[config.mk]
export PLATFORM = sky130hd
export DESIGN_NAME = decode_stage
export DESIGN_NICKNAME = d
export VERILOG_FILES = /design/src/rtl/decode_stage.sv
export SDC_FILE = /design/constraint.sdc
export NUM_CORES = 1
export LEC_CHECK = 0
export BUFFER_PORTS_ARGS = -buffer_cell sky130_fd_sc_hd__buf_2
export CORE_ASPECT_RATIO = 1.1
export CORE_MARGIN = 5
export CORE_UTILIZATION = 44
export DETAILED_ROUTE_END_ITERATION = 10
export PLACE_DENSITY = 0.77
export SLEW_MARGIN = 5
export SYNTH_ARGS = -nofsm -noshare
export SYNTH_HDL_FRONTEND = slang
export SYNTH_SLANG_ARGS = --single-unit
[constraint.sdc]
create_clock -name clk -period 2.5 [get_ports clk]
set_input_delay 0.75 -clock clk [delete_from_list [all_inputs] [get_ports clk]]
set_output_delay 0.75 -clock clk [all_outputs]
set_load 0.1 [all_outputs]
[src/rtl/decode_stage.sv]
// ---------------------------------------------------------------------------
// decode_stage
//
// RV32I decode stage with a register scoreboard.  One instruction at a time
// walks IDLE -> CHECK -> READ -> HOLD.  CHECK stalls while either source
// register is still owed a writeback.  READ captures the register file data.
// HOLD presents the decoded bundle until downstream accepts it.  The
// scoreboard bit for the destination register is set when downstream accepts
// the bundle.  It is cleared when execute writes that register back.
//
// Optional feature (macro DECODE_WB_BYPASS_EN):
//   When defined, a writeback that arrives in the same cycle as the CHECK
//   decision counts as already done.  Its value is forwarded into the operand
//   registers at READ, which saves one stall cycle per resolved hazard.
//   When undefined, CHECK waits for the registered scoreboard bit to clear.
//
// Ports:
//   clk, rst            clock (rising edge), asynchronous active-low reset
//   in_valid/in_ready   fetch handshake, in_instr = RV32I instruction word
//   rf_rd, rf_selrd1/2  register file read strobe and read selects
//   rf_rdval1/2         register file read data (valid the cycle after rf_rd)
//   wb_valid/sel/val    writeback request from execute
//   rf_wr/selwr/wrval   register file write port (writes to x0 are dropped)
//   out_valid/out_ready downstream handshake
//   out_*               registered decoded fields, operands and immediate
// ---------------------------------------------------------------------------
module decode_stage (
   input  logic        clk,
   input  logic        rst,
   input  logic        in_valid,
   output logic        in_ready,
   input  logic [31:0] in_instr,
   output logic        rf_rd,
   output logic [4:0]  rf_selrd1,
   output logic [4:0]  rf_selrd2,
   input  logic [31:0] rf_rdval1,
   input  logic [31:0] rf_rdval2,
   input  logic        wb_valid,
   input  logic [4:0]  wb_sel,
   input  logic [31:0] wb_val,
   output logic        rf_wr,
   output logic [4:0]  rf_selwr,
   output logic [31:0] rf_wrval,
   output logic        out_valid,
   input  logic        out_ready,
   output logic [6:0]  out_opcode,
   output logic [2:0]  out_funct3,
   output logic [6:0]  out_funct7,
   output logic [4:0]  out_rd,
   output logic [31:0] out_rs1val,
   output logic [31:0] out_rs2val,
   output logic [31:0] out_imm
);

   typedef enum logic [1:0] {IDLE, CHECK, READ, HOLD} state_t;

   localparam logic [6:0] OP_IMM    = 7'b0010011;
   localparam logic [6:0] OP_LOAD   = 7'b0000011;
   localparam logic [6:0] OP_JALR   = 7'b1100111;
   localparam logic [6:0] OP_STORE  = 7'b0100011;
   localparam logic [6:0] OP_BRANCH = 7'b1100011;
   localparam logic [6:0] OP_LUI    = 7'b0110111;
   localparam logic [6:0] OP_AUIPC  = 7'b0010111;
   localparam logic [6:0] OP_JAL    = 7'b1101111;

   state_t      state, next_state;
   logic [31:0] busy, busy_next, busy_eff, wb_mask;
   logic [4:0]  rs1_q, rs2_q;
   logic        accept, advance, hold_fire, hazard, uses_rs, wb_clear, set_en;

   // Sign-extended immediate for each instruction format.  Opcodes that carry
   // no immediate give zero.
   function automatic logic [31:0] imm_of(input logic [31:0] i);
      logic [31:0] imm;
      imm = '0;
      case (i[6:0])
         OP_IMM, OP_LOAD, OP_JALR: imm = {{20{i[31]}}, i[31:20]};
         OP_STORE:                 imm = {{20{i[31]}}, i[31:25], i[11:7]};
         OP_BRANCH:                imm = {{19{i[31]}}, i[31], i[7], i[30:25], i[11:8], 1'b0};
         OP_LUI, OP_AUIPC:         imm = {i[31:12], 12'b0};
         OP_JAL:                   imm = {{11{i[31]}}, i[31], i[19:12], i[20], i[30:21], 1'b0};
         default:                  imm = '0;
      endcase
      return imm;
   endfunction

   // The register file write port passes straight through.  It is held off
   // during reset, and writes to x0 are dropped.
   assign wb_clear = wb_valid && (wb_sel != 5'd0);
   assign rf_wr    = rst && wb_clear;
   assign rf_selwr = rst ? wb_sel : 5'd0;
   assign rf_wrval = rst ? wb_val : 32'd0;
   assign wb_mask  = wb_clear ? (32'd1 << wb_sel) : 32'd0;

   // U and J formats have no source registers.  Their rs bit positions hold
   // immediate bits, so they must not cause a stall.
   assign uses_rs = !((out_opcode == OP_LUI) || (out_opcode == OP_AUIPC) ||
                      (out_opcode == OP_JAL));

`ifdef DECODE_WB_BYPASS_EN
   // A writeback arriving this cycle already counts as a free register.
   assign busy_eff = busy & ~wb_mask;
`else
   assign busy_eff = busy;
`endif

   assign hazard = uses_rs && (busy_eff[rs1_q] || busy_eff[rs2_q]);

   // State register.
   always_ff @(posedge clk or negedge rst) begin
      if (!rst) state <= IDLE;
      else      state <= next_state;
   end

   // Next-state and handshake decode.  The read strobe is issued from CHECK
   // only once both sources are clear.
   always_comb begin
      next_state = state;
      in_ready   = 1'b0;
      out_valid  = 1'b0;
      rf_rd      = 1'b0;
      rf_selrd1  = 5'd0;
      rf_selrd2  = 5'd0;
      accept     = 1'b0;
      advance    = 1'b0;
      hold_fire  = 1'b0;
      case (state)
         IDLE: begin
            in_ready = 1'b1;
            if (in_valid) begin
               accept     = 1'b1;
               next_state = CHECK;
            end
         end
         CHECK: begin
            rf_selrd1 = rs1_q;
            rf_selrd2 = rs2_q;
            if (!hazard) begin
               rf_rd      = 1'b1;
               advance    = 1'b1;
               next_state = READ;
            end
         end
         READ: next_state = HOLD;
         HOLD: begin
            out_valid = 1'b1;
            if (out_ready) begin
               hold_fire  = 1'b1;
               next_state = IDLE;
            end
         end
         default: next_state = IDLE;
      endcase
   end

   // Scoreboard update.  The writeback clear is applied first, so a
   // destination set in the same cycle wins.  Bit 0 is never busy.
   always_comb begin
      set_en = hold_fire && (out_rd != 5'd0) &&
               (out_opcode != OP_STORE) && (out_opcode != OP_BRANCH);
      busy_next = busy & ~wb_mask;
      if (set_en) busy_next[out_rd] = 1'b1;
      busy_next[0] = 1'b0;
   end

   always_ff @(posedge clk or negedge rst) begin
      if (!rst) busy <= '0;
      else      busy <= busy_next;
   end

`ifdef DECODE_WB_BYPASS_EN
   logic        fwd1_q, fwd2_q;
   logic [31:0] fwdval_q;

   // Remember any writeback that resolved a source in the CHECK cycle.  The
   // register file read issued in that same cycle may not see the new value.
   always_ff @(posedge clk or negedge rst) begin
      if (!rst) begin
         fwd1_q   <= 1'b0;
         fwd2_q   <= 1'b0;
         fwdval_q <= '0;
      end else if (advance) begin
         fwd1_q   <= wb_clear && (wb_sel == rs1_q);
         fwd2_q   <= wb_clear && (wb_sel == rs2_q);
         fwdval_q <= wb_val;
      end
   end
`endif

   // Decoded fields are captured when the instruction is accepted.  The
   // operands are captured in READ.  Everything is held unchanged through HOLD.
   always_ff @(posedge clk or negedge rst) begin
      if (!rst) begin
         rs1_q      <= '0;
         rs2_q      <= '0;
         out_opcode <= '0;
         out_funct3 <= '0;
         out_funct7 <= '0;
         out_rd     <= '0;
         out_imm    <= '0;
         out_rs1val <= '0;
         out_rs2val <= '0;
      end else begin
         if (accept) begin
            rs1_q      <= in_instr[19:15];
            rs2_q      <= in_instr[24:20];
            out_opcode <= in_instr[6:0];
            out_funct3 <= in_instr[14:12];
            out_funct7 <= in_instr[31:25];
            out_rd     <= in_instr[11:7];
            out_imm    <= imm_of(in_instr);
         end
         if (state == READ) begin
`ifdef DECODE_WB_BYPASS_EN
            out_rs1val <= fwd1_q ? fwdval_q : rf_rdval1;
            out_rs2val <= fwd2_q ? fwdval_q : rf_rdval2;
`else
            out_rs1val <= rf_rdval1;
            out_rs2val <= rf_rdval2;
`endif
         end
      end
   end

endmodule

==> reports/results.ini, run 1 <==
[clocking]
clock_latency_ps = 440
cts.path.max_buffers = 2
htreeDepth = 4
cts_buffers = 17
clkSlewWorstSetupHoldPaths_ps = 60
cts-hold-fix-buffers = 0
clockRootBuffer = clkbuf_16
clkSinkCount = 161
cts_tree = yes

[synthesis]
synth-main-ff-cell = dfrtp_1
ys_seq_elements = 161
synth_area_leaders = dfrtp_1 (54%), mux2_2 (15%), o21ai_0 (5.8%)
synth.most_common_cell = dfrtp_1
synthTopCellsByCount = dfrtp_1 (161), mux2_2 (97), o21ai_0 (86)
yosysWarnings = 0
syn-mean-instance-area_sq_um = 12.0
synth_cell_type_count = 56
synth_cells = 618
seq_area_frac_synth_pct = 54.4
syn_area_sq_mm = 0.00740
synth.top_cell.area_share_pct = 54.4
ys_async_sr_fraction_pct = 100
syn_nets = 760
synth_top_cell_by_area = dfrtp_1
synth_edf_count = 0

[global_route]
antenna_found_initial = 0
grt_pass1_vias = 6816
grtUsageTotal_pct = 24.5
grt_max_degree = 135
grt_pass1_wl_um = 37500
overflow = 0

[sta]
relSlewSlack_pct = 51.9
setup_viol = 3
hold_viol_final = 0
min_period_ps = 3230
worst_pin_slew_ps = 721
whs_ps = 183
min_period_over_period_pct = 129
fmax_mhz = 310
drv_slew = 0
rsz0062_at_grt = yes
setup_ws_ps = -730
fin_skew_ps = 23.1

[critical_path]
critPathKind = reg2out
worstPathArrival_ps = 2480
worstSetupEndpointType = primary output
reg2reg_depth = 8
required_ps = 1750
r2r_end = state[1]$_DFFE_PN0P_
crit-reg2reg-launch = rs1_q[0]$_DFFE_PN0P_
start_kind = flop
r2r_setup_slack_ps = -60
path_buf_inv = 1
slowest_stage = mux4_2
critical_path.max_stage_delay_ps = 550
worstPathMaxFanout = 5
crit_family = compound AO/OA/AOI/OAI gates
crit_chain = mux4_2 -> a2111oi_4 -> a311o_2 -> nand4_4 -> a21boi_4 -> buf_12

[final_layout]
syn_to_final_growth_pct = 48.3
multi_input_area_sq_mm = 0.00330
ff_latch_area_sq_mm = 0.00403
drive_gt1_share_pct = 56.0
nets = 1098
fill_cells = 1191
antenna_cells = 0
utilization_pct = 66.8

[worst_hold_path]
hold_path_class = in2async

[floorplanning]
die_area_sq_mm = 0.0195
start_util_pct = 45.0
fp.dieH_um = 146
die_x_um = 134
io_pins = 307
row_count = 49
core_sq_mm = 0.0164

[run]
maxCapViolCount = 0

[place]
pre_cts_slack_ps = -379
port_buffers = 306
place_congestion = 0.942
dpl.hpwl_um = 18100

[drt]
dr.pass1.iters = 7
routedWlPerCell_um = 20.5
dr_total_vias = 6462
wirelength_um = 24000
ant_nets = 0
drc_errors = 0
drtIter0Drc = 549
vias_per_cell = 5.51

[status]
violations = negative setup slack
status = finished, violations left

-- worst max-delay path by stage --
stage / start / slack (ps) / end / depth (start not counted)
final: rs1_q[0]$_DFFE_PN0P_ / -730 / rf_rd / 6
after global routing: rs1_q[0]$_DFFE_PN0P_ / -800 / rf_rd / 6
after CTS: rs1_q[0]$_DFFE_PN0P_ / -710 / rf_rd / 6
after detailed placement: rs2_q[0]$_DFFE_PN0P_ / -380 / rf_rd / 7
after global placement: rs2_q[0]$_DFFE_PN0P_ / -340 / rf_rd / 7
after floorplan: rs1_q[0]$_DFFE_PN0P_ / -410 / rf_rd / 7
-- cell usage in the layout (no fill, tap or decap), types with 4 or more instances in the layout --
master | Yosys | layout
buf_12 | 0 | 53
mux2i_1 | 13 | 12
buf_4 | 2 | 46
a22o_1 | 6 | 6
nand3b_1 | 9 | 9
and2_2 | 0 | 20
nand3_1 | 7 | 7
o21ai_0 | 86 | 86
mux4_2 | 8 | 10
bufinv_16 | 0 | 4
a21oi_1 | 23 | 23
mux2_2 | 97 | 96
nand2_1 | 37 | 36
nor2_1 | 13 | 13
a22oi_1 | 6 | 5
clkbuf_16 | 0 | 17
and2_1 | 47 | 24
nor2b_1 | 6 | 6
dfrtp_1 | 161 | 159
buf_2 | 3 | 254
inv_1 | 9 | 8
inv_6 | 0 | 5
-- cells by family after synthesis --
| kind of cell | synth area share [%] |
|---|---|
| flip-flops | 54.4 |
| AO/OA/AOI/OAI | 11.4 |
| AND/OR/NAND/NOR | 11.0 |
| multiplexers | 19.9 |
| buffers and inverters | 2.59 |
| adder cells (fa/ha/maj) | 0.676 |
-- metrics by stage --
step	cells	area, sq um	TNS, ps
2_1_floorplan	618	7450	-413
3_3_place_gp	1139	10200	-363
3_5_place_dp	1139	10200	-423
4_1_cts	1172	11000	-712
5_1_grt	1172	11000	-1040
6_report	1172	11000	-815
-- sequential cells by signal (all words and copies together) (netlist names) --
register / cells
rs2_q: 5
state: 2
out_opcode: 7
out_imm: 32
out_rd: 5
busy: 31
out_rs2val: 32
out_rs1val: 32
rs1_q: 5
out_funct3: 3
out_funct7: 7
-- area by class of cell --
cell class,count,area share (%)
repair buffers,356,24.7
inverters,9,0.308
clock inverters,14,1.97
well taps,204,2.33
flip-flops and latches,161,36.7
clock buffers,17,3.88
multi-input cells,411,30.1
-- routing by layer --
metal	wire length, um	global-route usage [%]	vias up
met4	663	8.49	0
met1	9270	30.1	3171
met3	2060	7.60	54
met2	12000	41.0	336
met5	0	0	-
li1	-	-	2901
-- timing repair --
action,in CTS,in global routing
pin swaps,3,4
setup buffers,2,1
resized for setup,14,9
setup endpoints to repair,12,14
Power of run 1 is left out: the tool's default activity adds up to more than one toggle a clock period on the data nets, which glitch-free logic cannot reach.
==> run 2: changes to the inputs <==
--- a/config.mk
+++ b/config.mk
@@ -8,9 +8,9 @@
 export BUFFER_PORTS_ARGS = -buffer_cell sky130_fd_sc_hd__buf_2
 export CORE_ASPECT_RATIO = 1.1
 export CORE_MARGIN = 5
-export CORE_UTILIZATION = 44
+export CORE_UTILIZATION = 48
 export DETAILED_ROUTE_END_ITERATION = 10
-export PLACE_DENSITY = 0.77
+export PLACE_DENSITY = 0.8
 export SLEW_MARGIN = 5
 export SYNTH_ARGS = -nofsm -noshare
 export SYNTH_HDL_FRONTEND = slang
==> constraint.sdc (replaced) <==
create_clock -name clk -period 3.7 [get_ports clk]
set_input_delay 1.11 -clock clk [delete_from_list [all_inputs] [get_ports clk]]
set_output_delay 1.11 -clock clk [all_outputs]
set_load 0.1 [all_outputs]
==> reports/results.ini, run 2 (synthesized netlist as in run 1, its figures left out) <==
[final_layout]
nets = 1060  ; was 1,098
reg_top3 = out_imm (32), out_rs1val (32), out_rs2val (32)  ; unchanged
layout_common_cells = buf_2 (266), dfrtp_1 (158), mux2_2 (97)  ; was buf_2 (254), dfrtp_1 (159), mux2_2 (96)
drive_gt1_share_pct = 50.7  ; was 56.0%
final_common_cell = buf_2  ; unchanged
syn_to_final_growth_pct = 39.4  ; was 48.3%

[sta]
min_period_ps = 3580
fin_skew_ps = 9.46  ; was 23.1 ps
drv_slew = 0  ; unchanged
setup_viol = 0  ; was 3
fmax_mhz = 279
worst_pin_slew_ps = 986  ; was 721 ps
hold_viol_final = 0  ; unchanged
finalSetupTns_ps = 0  ; was -815 ps
min_period_over_period_pct = 96.9
whs_ps = 480  ; was 183 ps
relSlewSlack_pct = 34.3  ; was 51.9%

[floorplanning]
die_area_sq_mm = 0.0180  ; was 0.0195 sq mm
io_pins = 307  ; unchanged
row_count = 47  ; was 49
start_util_pct = 49.0  ; was 45.0%
fp.dieH_um = 140  ; was 146 um
core_sq_mm = 0.0151  ; was 0.0164 sq mm
die_x_um = 128  ; was 134 um

[drt]
routedWlPerCell_um = 21.0  ; was 20.5 um
wirelength_um = 23700  ; was 24,000 um
dr_total_vias = 6331  ; was 6,462
ant_nets = 0  ; unchanged
dr.pass1.iters = 5  ; was 7
vias_per_cell = 5.61  ; was 5.51
drtIter0Drc = 352  ; was 549
drc_errors = 0  ; unchanged

[global_route]
grt_pass1_vias = 6635  ; was 6,816
grtUsageTotal_pct = 26.5  ; was 24.5%
overflow = 0  ; unchanged
grt_pass1_wl_um = 37100  ; was 37,500 um
grt_max_degree = 78  ; was 135
antenna_found_initial = 1  ; was 0

[critical_path]
required_ps = 2590  ; was 1750 ps
worstSetupEndpointType = primary output  ; unchanged
worstPathMaxFanout = 6  ; was 5
start_kind = flop  ; unchanged
critPathKind = reg2out  ; unchanged
worstPathArrival_ps = 2470  ; was 2480 ps

[clocking]
htreeDepth = 4  ; unchanged
cts.path.max_buffers = 2  ; unchanged
cts_tree = yes  ; unchanged
clkSlewWorstSetupHoldPaths_ps = 70  ; was 60 ps
clockRootBuffer = clkbuf_16  ; unchanged
clock_latency_ps = 430  ; was 440 ps
cts-hold-fix-buffers = 0  ; unchanged
cts_buffers = 17  ; unchanged
clkSinkCount = 161  ; unchanged

[place]
place_congestion = 0.901  ; was 0.942
port_buffers = 306  ; unchanged
dpl.hpwl_um = 17700  ; was 18,100 um

[status]
status = finished clean  ; was finished, violations left

[run]
maxCapViolCount = 0  ; unchanged

[worst_hold_path]
hold_path_class = reg2reg  ; was in2async

==> run 2: cell types whose count changed in the layout (fill, tap and decap cells not counted), moves of 3 or more <==
cell,change
clkinvlp_4,+3
buf_4,-35
clkbuf_8,+3
buf_12,-13
and2_4,-3
buf_2,+12
and2_1,+23
and2_2,-20
bufinv_16,-4
==> run 2: layer usage <==
layer	up-vias	wire length, um	global-route usage (%)
met5	-	0	0
met4	0	1080	12.3
met3	78	2110	8.38
met2	349	12000	43.6
met1	3067	8600	31.4
li1	2837	-	-
==> run 2: per-stage QoR <==
step,worst slack [ps],area (sq um),utilization [%],instances
after floorplan,116,7400,-,618
after detailed placement,339,9720,64.3,1094
final,115,10300,68.3,1129
after global routing,-2.05,10300,68.2,1128
after global placement,369,9720,64.3,1094
after CTS,8.42,10300,68.1,1126
==> run 2: cell type report <==
cell class              count  area, sq um
fillers                  1085         4800
repair buffers            318         2230
clock inverters            12         96.3
diodes                      2         5.00
inverters                   9         33.8
flip-flops and latches    161         4030
well taps                 196          245
multi-input cells         411         3210
clock buffers              20          467
==> run 2: timing repair <==
action / in CTS / in global routing
setup buffers: 0 / 1
gates resized for setup: 2 / 4
setup endpoints to repair: 1 / 1
pin swaps: 0 / 2
==> run 2: worst max-delay path, stage by stage, from the launching register on <==
cell and delay, ps:
dfrtp_2 450, mux4_2 530, a2111oi_2 360, a311o_2 190, nand4_4 140, a21boi_4 180
buf_12 190
==> run 2: final timing paths <==
| path | start | endpoint | slack, ps | depth (start not counted) |
|---|---|---|---|---|
| min in group asynchronous | rst | busy[25]$_DFF_PN0_ | 550 | 1 |
| worst min-delay path | out_imm[19]$_DFFE_PN0P_ | out_imm[19]$_DFFE_PN0P_ | 480 | 2 |
| worst max register to register | rs1_q[0]$_DFFE_PN0P_ | state[1]$_DFFE_PN0P_ | 1360 | 6 |
| worst max-delay path | rs1_q[0]$_DFFE_PN0P_ | rf_rd | 120 | 6 |
| worst min register to register | out_imm[19]$_DFFE_PN0P_ | out_imm[19]$_DFFE_PN0P_ | 480 | 2 |
| max in group asynchronous | rst | rs1_q[0]$_DFFE_PN0P_ | 1790 | 2 |
Power of run 2 is left out for the same reason.
